## src/rtl/byte_striping_pkg.sv

```systemverilog
// Shared definitions for the byte striping / un-striping pair: default width,
// lane count and the slot encoding (which lane captures on the next edge).
package byte_striping_pkg;

  localparam int DATA_W_DEF = 32;
  localparam int NUM_LANES  = 2;

  typedef enum logic {
    SLOT_L0 = 1'b0,
    SLOT_L1 = 1'b1
  } slot_e;

  function automatic slot_e next_slot(input slot_e s);
    return (s == SLOT_L0) ? SLOT_L1 : SLOT_L0;
  endfunction

endpackage

```

## src/rtl/lane_hold_reg.sv

```systemverilog
// Per-lane valid+data register: captures when enabled, zero-fills idle words.
// Optional saturating valid-word counter under BYTE_STRIPING_CNT_EN.
module lane_hold_reg
  import byte_striping_pkg::*;
#(
  parameter int DATA_W = DATA_W_DEF
`ifdef BYTE_STRIPING_CNT_EN
  ,
  parameter int CNT_W  = 16
`endif
) (
  input  logic              clk_2f,
  input  logic              reset,
  input  logic              capture,
  input  logic              valid_in,
  input  logic [DATA_W-1:0] data_in,
  output logic              valid,
  output logic [DATA_W-1:0] data
`ifdef BYTE_STRIPING_CNT_EN
  ,
  output logic [CNT_W-1:0]  cnt
`endif
);

  always_ff @(posedge clk_2f) begin
    if (reset) begin
      valid <= 1'b0;
      data  <= '0;
    end else if (capture) begin
      valid <= valid_in;
      data  <= valid_in ? data_in : '0;
    end
  end

`ifdef BYTE_STRIPING_CNT_EN
  // Counter sticks at all-ones rather than wrapping.
  always_ff @(posedge clk_2f) begin
    if (reset) begin
      cnt <= '0;
    end else if (capture && valid_in && (cnt != '1)) begin
      cnt <= cnt + 1'b1;
    end
  end
`endif

endmodule

```

## src/rtl/byte_striping.sv

```systemverilog
// Splits one clk_2f word stream alternately onto two lanes, each word held two
// cycles, lane 1 staggered one cycle behind lane 0. Counters: BYTE_STRIPING_CNT_EN.
//
// state   | meaning
// SLOT_L0 | lane 0 captures on the next edge
// SLOT_L1 | lane 1 captures on the next edge
module byte_striping
  import byte_striping_pkg::*;
#(
  parameter int DATA_W = DATA_W_DEF,
  parameter int CNT_W  = 16
) (
  input  logic              clk_2f,
  input  logic              reset,
  input  logic              valid_in,
  input  logic [DATA_W-1:0] data_in,
  output logic              valid_0,
  output logic [DATA_W-1:0] lane_0,
  output logic              valid_1,
  output logic [DATA_W-1:0] lane_1,
  output logic              slot
`ifdef BYTE_STRIPING_CNT_EN
  ,
  output logic [CNT_W-1:0]  cnt_0,
  output logic [CNT_W-1:0]  cnt_1
`endif
);

  slot_e slot_q, slot_d;
  logic  cap_0, cap_1;

  if (DATA_W < 1 || CNT_W < 1) begin : g_param_check
    $error("byte_striping: DATA_W and CNT_W must be at least 1");
  end

  // Slot schedule is free-running: idle cycles still consume their lane.
  always_ff @(posedge clk_2f) begin
    if (reset) slot_q <= SLOT_L0;
    else       slot_q <= slot_d;
  end

  always_comb begin
    slot_d = next_slot(slot_q);
    cap_0  = 1'b0;
    cap_1  = 1'b0;
    if (slot_q == SLOT_L0) cap_0 = 1'b1;
    else                   cap_1 = 1'b1;
  end

  assign slot = slot_q;

  lane_hold_reg #(
    .DATA_W (DATA_W)
`ifdef BYTE_STRIPING_CNT_EN
    ,
    .CNT_W  (CNT_W)
`endif
  ) u_lane_0 (
    .clk_2f   (clk_2f),
    .reset    (reset),
    .capture  (cap_0),
    .valid_in (valid_in),
    .data_in  (data_in),
    .valid    (valid_0),
    .data     (lane_0)
`ifdef BYTE_STRIPING_CNT_EN
    ,
    .cnt      (cnt_0)
`endif
  );

  lane_hold_reg #(
    .DATA_W (DATA_W)
`ifdef BYTE_STRIPING_CNT_EN
    ,
    .CNT_W  (CNT_W)
`endif
  ) u_lane_1 (
    .clk_2f   (clk_2f),
    .reset    (reset),
    .capture  (cap_1),
    .valid_in (valid_in),
    .data_in  (data_in),
    .valid    (valid_1),
    .data     (lane_1)
`ifdef BYTE_STRIPING_CNT_EN
    ,
    .cnt      (cnt_1)
`endif
  );

endmodule

```

## config.mk

```make
export PLATFORM = sky130hd
export DESIGN_NAME = byte_striping
export DESIGN_NICKNAME = d
export VERILOG_FILES = /design/src/rtl/byte_striping_pkg.sv /design/src/rtl/lane_hold_reg.sv /design/src/rtl/byte_striping.sv
export SDC_FILE = /design/constraint.sdc
export NUM_CORES = 1
export LEC_CHECK = 0
export ABC_CLOCK_PERIOD_IN_PS = 1010
export CORE_MARGIN = 4
export CORE_UTILIZATION = 43
export CTS_CLUSTER_DIAMETER = 60
export DETAILED_ROUTE_END_ITERATION = 6
export MAX_ROUTING_LAYER = met4
export PLACE_DENSITY_LB_ADDON = 0.3
export SETUP_SLACK_MARGIN = 0.02
export SYNTH_ARGS = -nofsm -noshare
export SYNTH_HDL_FRONTEND = slang
export SYNTH_HIERARCHICAL = 1
export SYNTH_SLANG_ARGS = --single-unit
```

## constraint.sdc

```tcl
create_clock -name clk_2f -period 1.01 [get_ports clk_2f]
set_input_delay 0.1515 -clock clk_2f [delete_from_list [all_inputs] [get_ports clk_2f]]
set_output_delay 0.1515 -clock clk_2f [all_outputs]
set_load 0.1 [all_outputs]
```

==> results.yml <==
status:
  status: "complete, but fails checks"
  violations: "negative setup slack"
placed_design:
  port_buffers: 101
  dp_cells: 480
  dp_hpwl_mm: 5.69
  place_ws_ns: -0.0218
  dpl_cell_area_sq_um: 5250
  routabilityCongestion: 0.756
setup_path:
  reg2reg_depth: 5
  regToRegSetupSlack_ns: -0.21
  end_kind: "flip-flop"
  critPathRequiredTime_ns: 1.29
  critPathKind: "reg -> reg"
  cp-start-kind: "flip-flop"
  path_max_fanout: 8
  timing.rr.end: "u_lane_0/data[2]"
  cp-startpoint: "slot"
  critPathArrivalTime_ns: 1.49
  r2r-start: "slot"
clocking:
  path_clk_slew_ns: 0.09
  clock_path_buffers: 2
  worst_skew_pair.late_latency_ns: 0.36
  cts_made_buffers: 9
  clock_sinks: 67
  htree_levels: 3
  cts_root_buf: "clkbuf_8"
  cts_tree: "done"
  ctsHoldBuffers: 0
sta:
  report.final.slew_viol_count: 0
  worst_slack_ns: -0.205
  finalSetupViolations: 134
  slew_headroom: 0.861
  worst_pin_slew_ns: 0.208
  rsz0062_at_grt: "yes"
  fin_crit_sh: 1.20
  fin_worst_skew_ns: 0.0172
  fmax_mhz: 823
  period_minus_slack_ns: 1.22
  finalHoldViolCount: 0
final_layout:
  fin_cells: 562
  area_growth_pct: 88.7
  nNetsFinal: 490
  final_cell_area_sq_um: 6580
  mostFrequentLayoutCells: "buf_12 (77), a21oi_2 (64), nand3_2 (61), buf_4 (56), nand2b_4 (54)"
  diodes: 0
  final_util: 0.843
  final_common_cell: "buf_12"
  drive_gt1_frac: 0.904
hold_path:
  whs_endpoint: "u_lane_0/data[0]"
  hp-start: "reset"
  hp-class: "in -> reg"
  hold_depth: 2
grt:
  grt_first_pass_wirelength_mm: 14.5
  grt_usage: 0.195
  grt-ovfl-total: 0
  grt_pass1_vias: 2857
  antenna_found_initial: 0
  grt_max_degree: 33
floorplan:
  dieArea_sq_um: 9620
  core_sq_um: 7810
  die_h_microns: 98.1
  initial_core_util: 0.447
  num_rows: 32
  ios: 102
  chipWidth_microns: 98.1
detailed_routing:
  first_pass_iters: 4
  vias: 2830
  ant_nets: 0
  drc: 0
  drt_iter0_drc: 59
  wl_per_cell_microns: 20.4
  via_per_inst: 5.04
  drt-total-wl_mm: 11.5
synthesis:
  synth_area_sq_um: 3490
  ys_seq_area_frac: 0.385
  synth_nets: 330
  ys_top_cells_by_area: "dfxtp_1 (38%), nand3_2 (18%), a21oi_2 (16%)"
  avgSynthCellArea_sq_um: 11.8
  ys_seq_elements: 67
  yosysTopAreaCellShare: 0.385
  syn_inst: 295
  yosysWarnings: 6
  synth_largest_area_cell: "dfxtp_1"
  synth.distinct_cells: 14
power_and_ir_drop:
  power.density_nw_per_um2: 1260
  irDropWorstVdd_mv: 0.812
  leakage_nw: 2.54
flow_run:
  maxCapViolations: 0
metrics by stage:
step | hold slack (ns) | setup TNS [ns] | power, mW
2_1_floorplan | 0.209 | -9.35 | 4.40
3_3_place_gp | 0.453 | 0 | 5.12
3_5_place_dp | 0.462 | -0.0220 | 5.15
4_1_cts | 0.0881 | -9.87 | 7.94
5_1_grt | 0.0959 | -12.60 | 8.52
6_report | 0.0936 | -8.85 | 8.28
cell usage after synthesis:
cell type and n:
nand2b_2 10, buf_6 8, buf_12 6, inv_1 1, a21oi_2 64, nand2b_1 34
dfxtp_1 67, buf_2 10, nand2b_4 20, buf_8 4, mux2i_1 2, buf_4 2
nand3_2 64, nor2_1 3
what timing repair did:
action | CTS | global route
resized for setup | 26 | 72
pin swaps | 0 | 15
setup buffers | 39 | 18
cloned | 2 | 7
endpoints found under the hold margin | 0 | 0
endpoints found under the setup margin | 86 | 133
worst max-delay path, cell delays in order (launching register included):
cell and delay [ns]:
dfxtp_4 0.40, buf_8 0.15, inv_8 0.06, clkbuf_16 0.16, nand2b_2 0.19, a21oi_2 0.16
cell type report:
class                      instances  area (sq um)
sequential                        67          1530
clock inverter                     7           116
clock buffer                       9           124
tap                              102           128
fill                             367          1230
multi-input combinational        197          2070
inverter                           1          11.3
timing repair buffer             179          2600
kinds of logic after synthesis:
family | Yosys count | synth area share
multiplexers | 2 | 0.00574
AND/OR/NAND/NOR | 131 | 0.352
buffers and inverters | 31 | 0.0972
AO/OA/AOI/OAI | 64 | 0.161
flip-flops | 67 | 0.385
routing by layer:
metal	vias to the layer above	share of wire	routed length (microns)	track usage
met5	-	0	0	-
met4	0	0.020	231	0.0777
met3	16	0.048	551	0.0479
met2	74	0.55	6250	0.321
met1	1413	0.39	4410	0.227
li1	1327	-	-	-
worst max path at each step:
stage	end	cells after the start
CTS	u_lane_0/valid	5
global placement	u_lane_1/data[19]	3
finish	u_lane_0/data[2]	5
detailed placement	u_lane_0/valid	4
global route	u_lane_0/data[2]	5
floorplan	u_lane_0/data[23]	5
power breakdown:
group	switching, mW	internal [mW]	leakage (nW)
Sequential	0.139	2.70	0.589
Clock	1.12	1.63	0.119
Combinational	1.49	1.19	1.83
Total	2.75	5.53	2.54
registers in the layout, indices dropped and copies added (netlist names):
register        flops
slot                1
u_lane_1/valid      1
u_lane_0/valid      1
u_lane_1/data      32
u_lane_0/data      32
No activity file was read; power rests on OpenSTA's default activity.
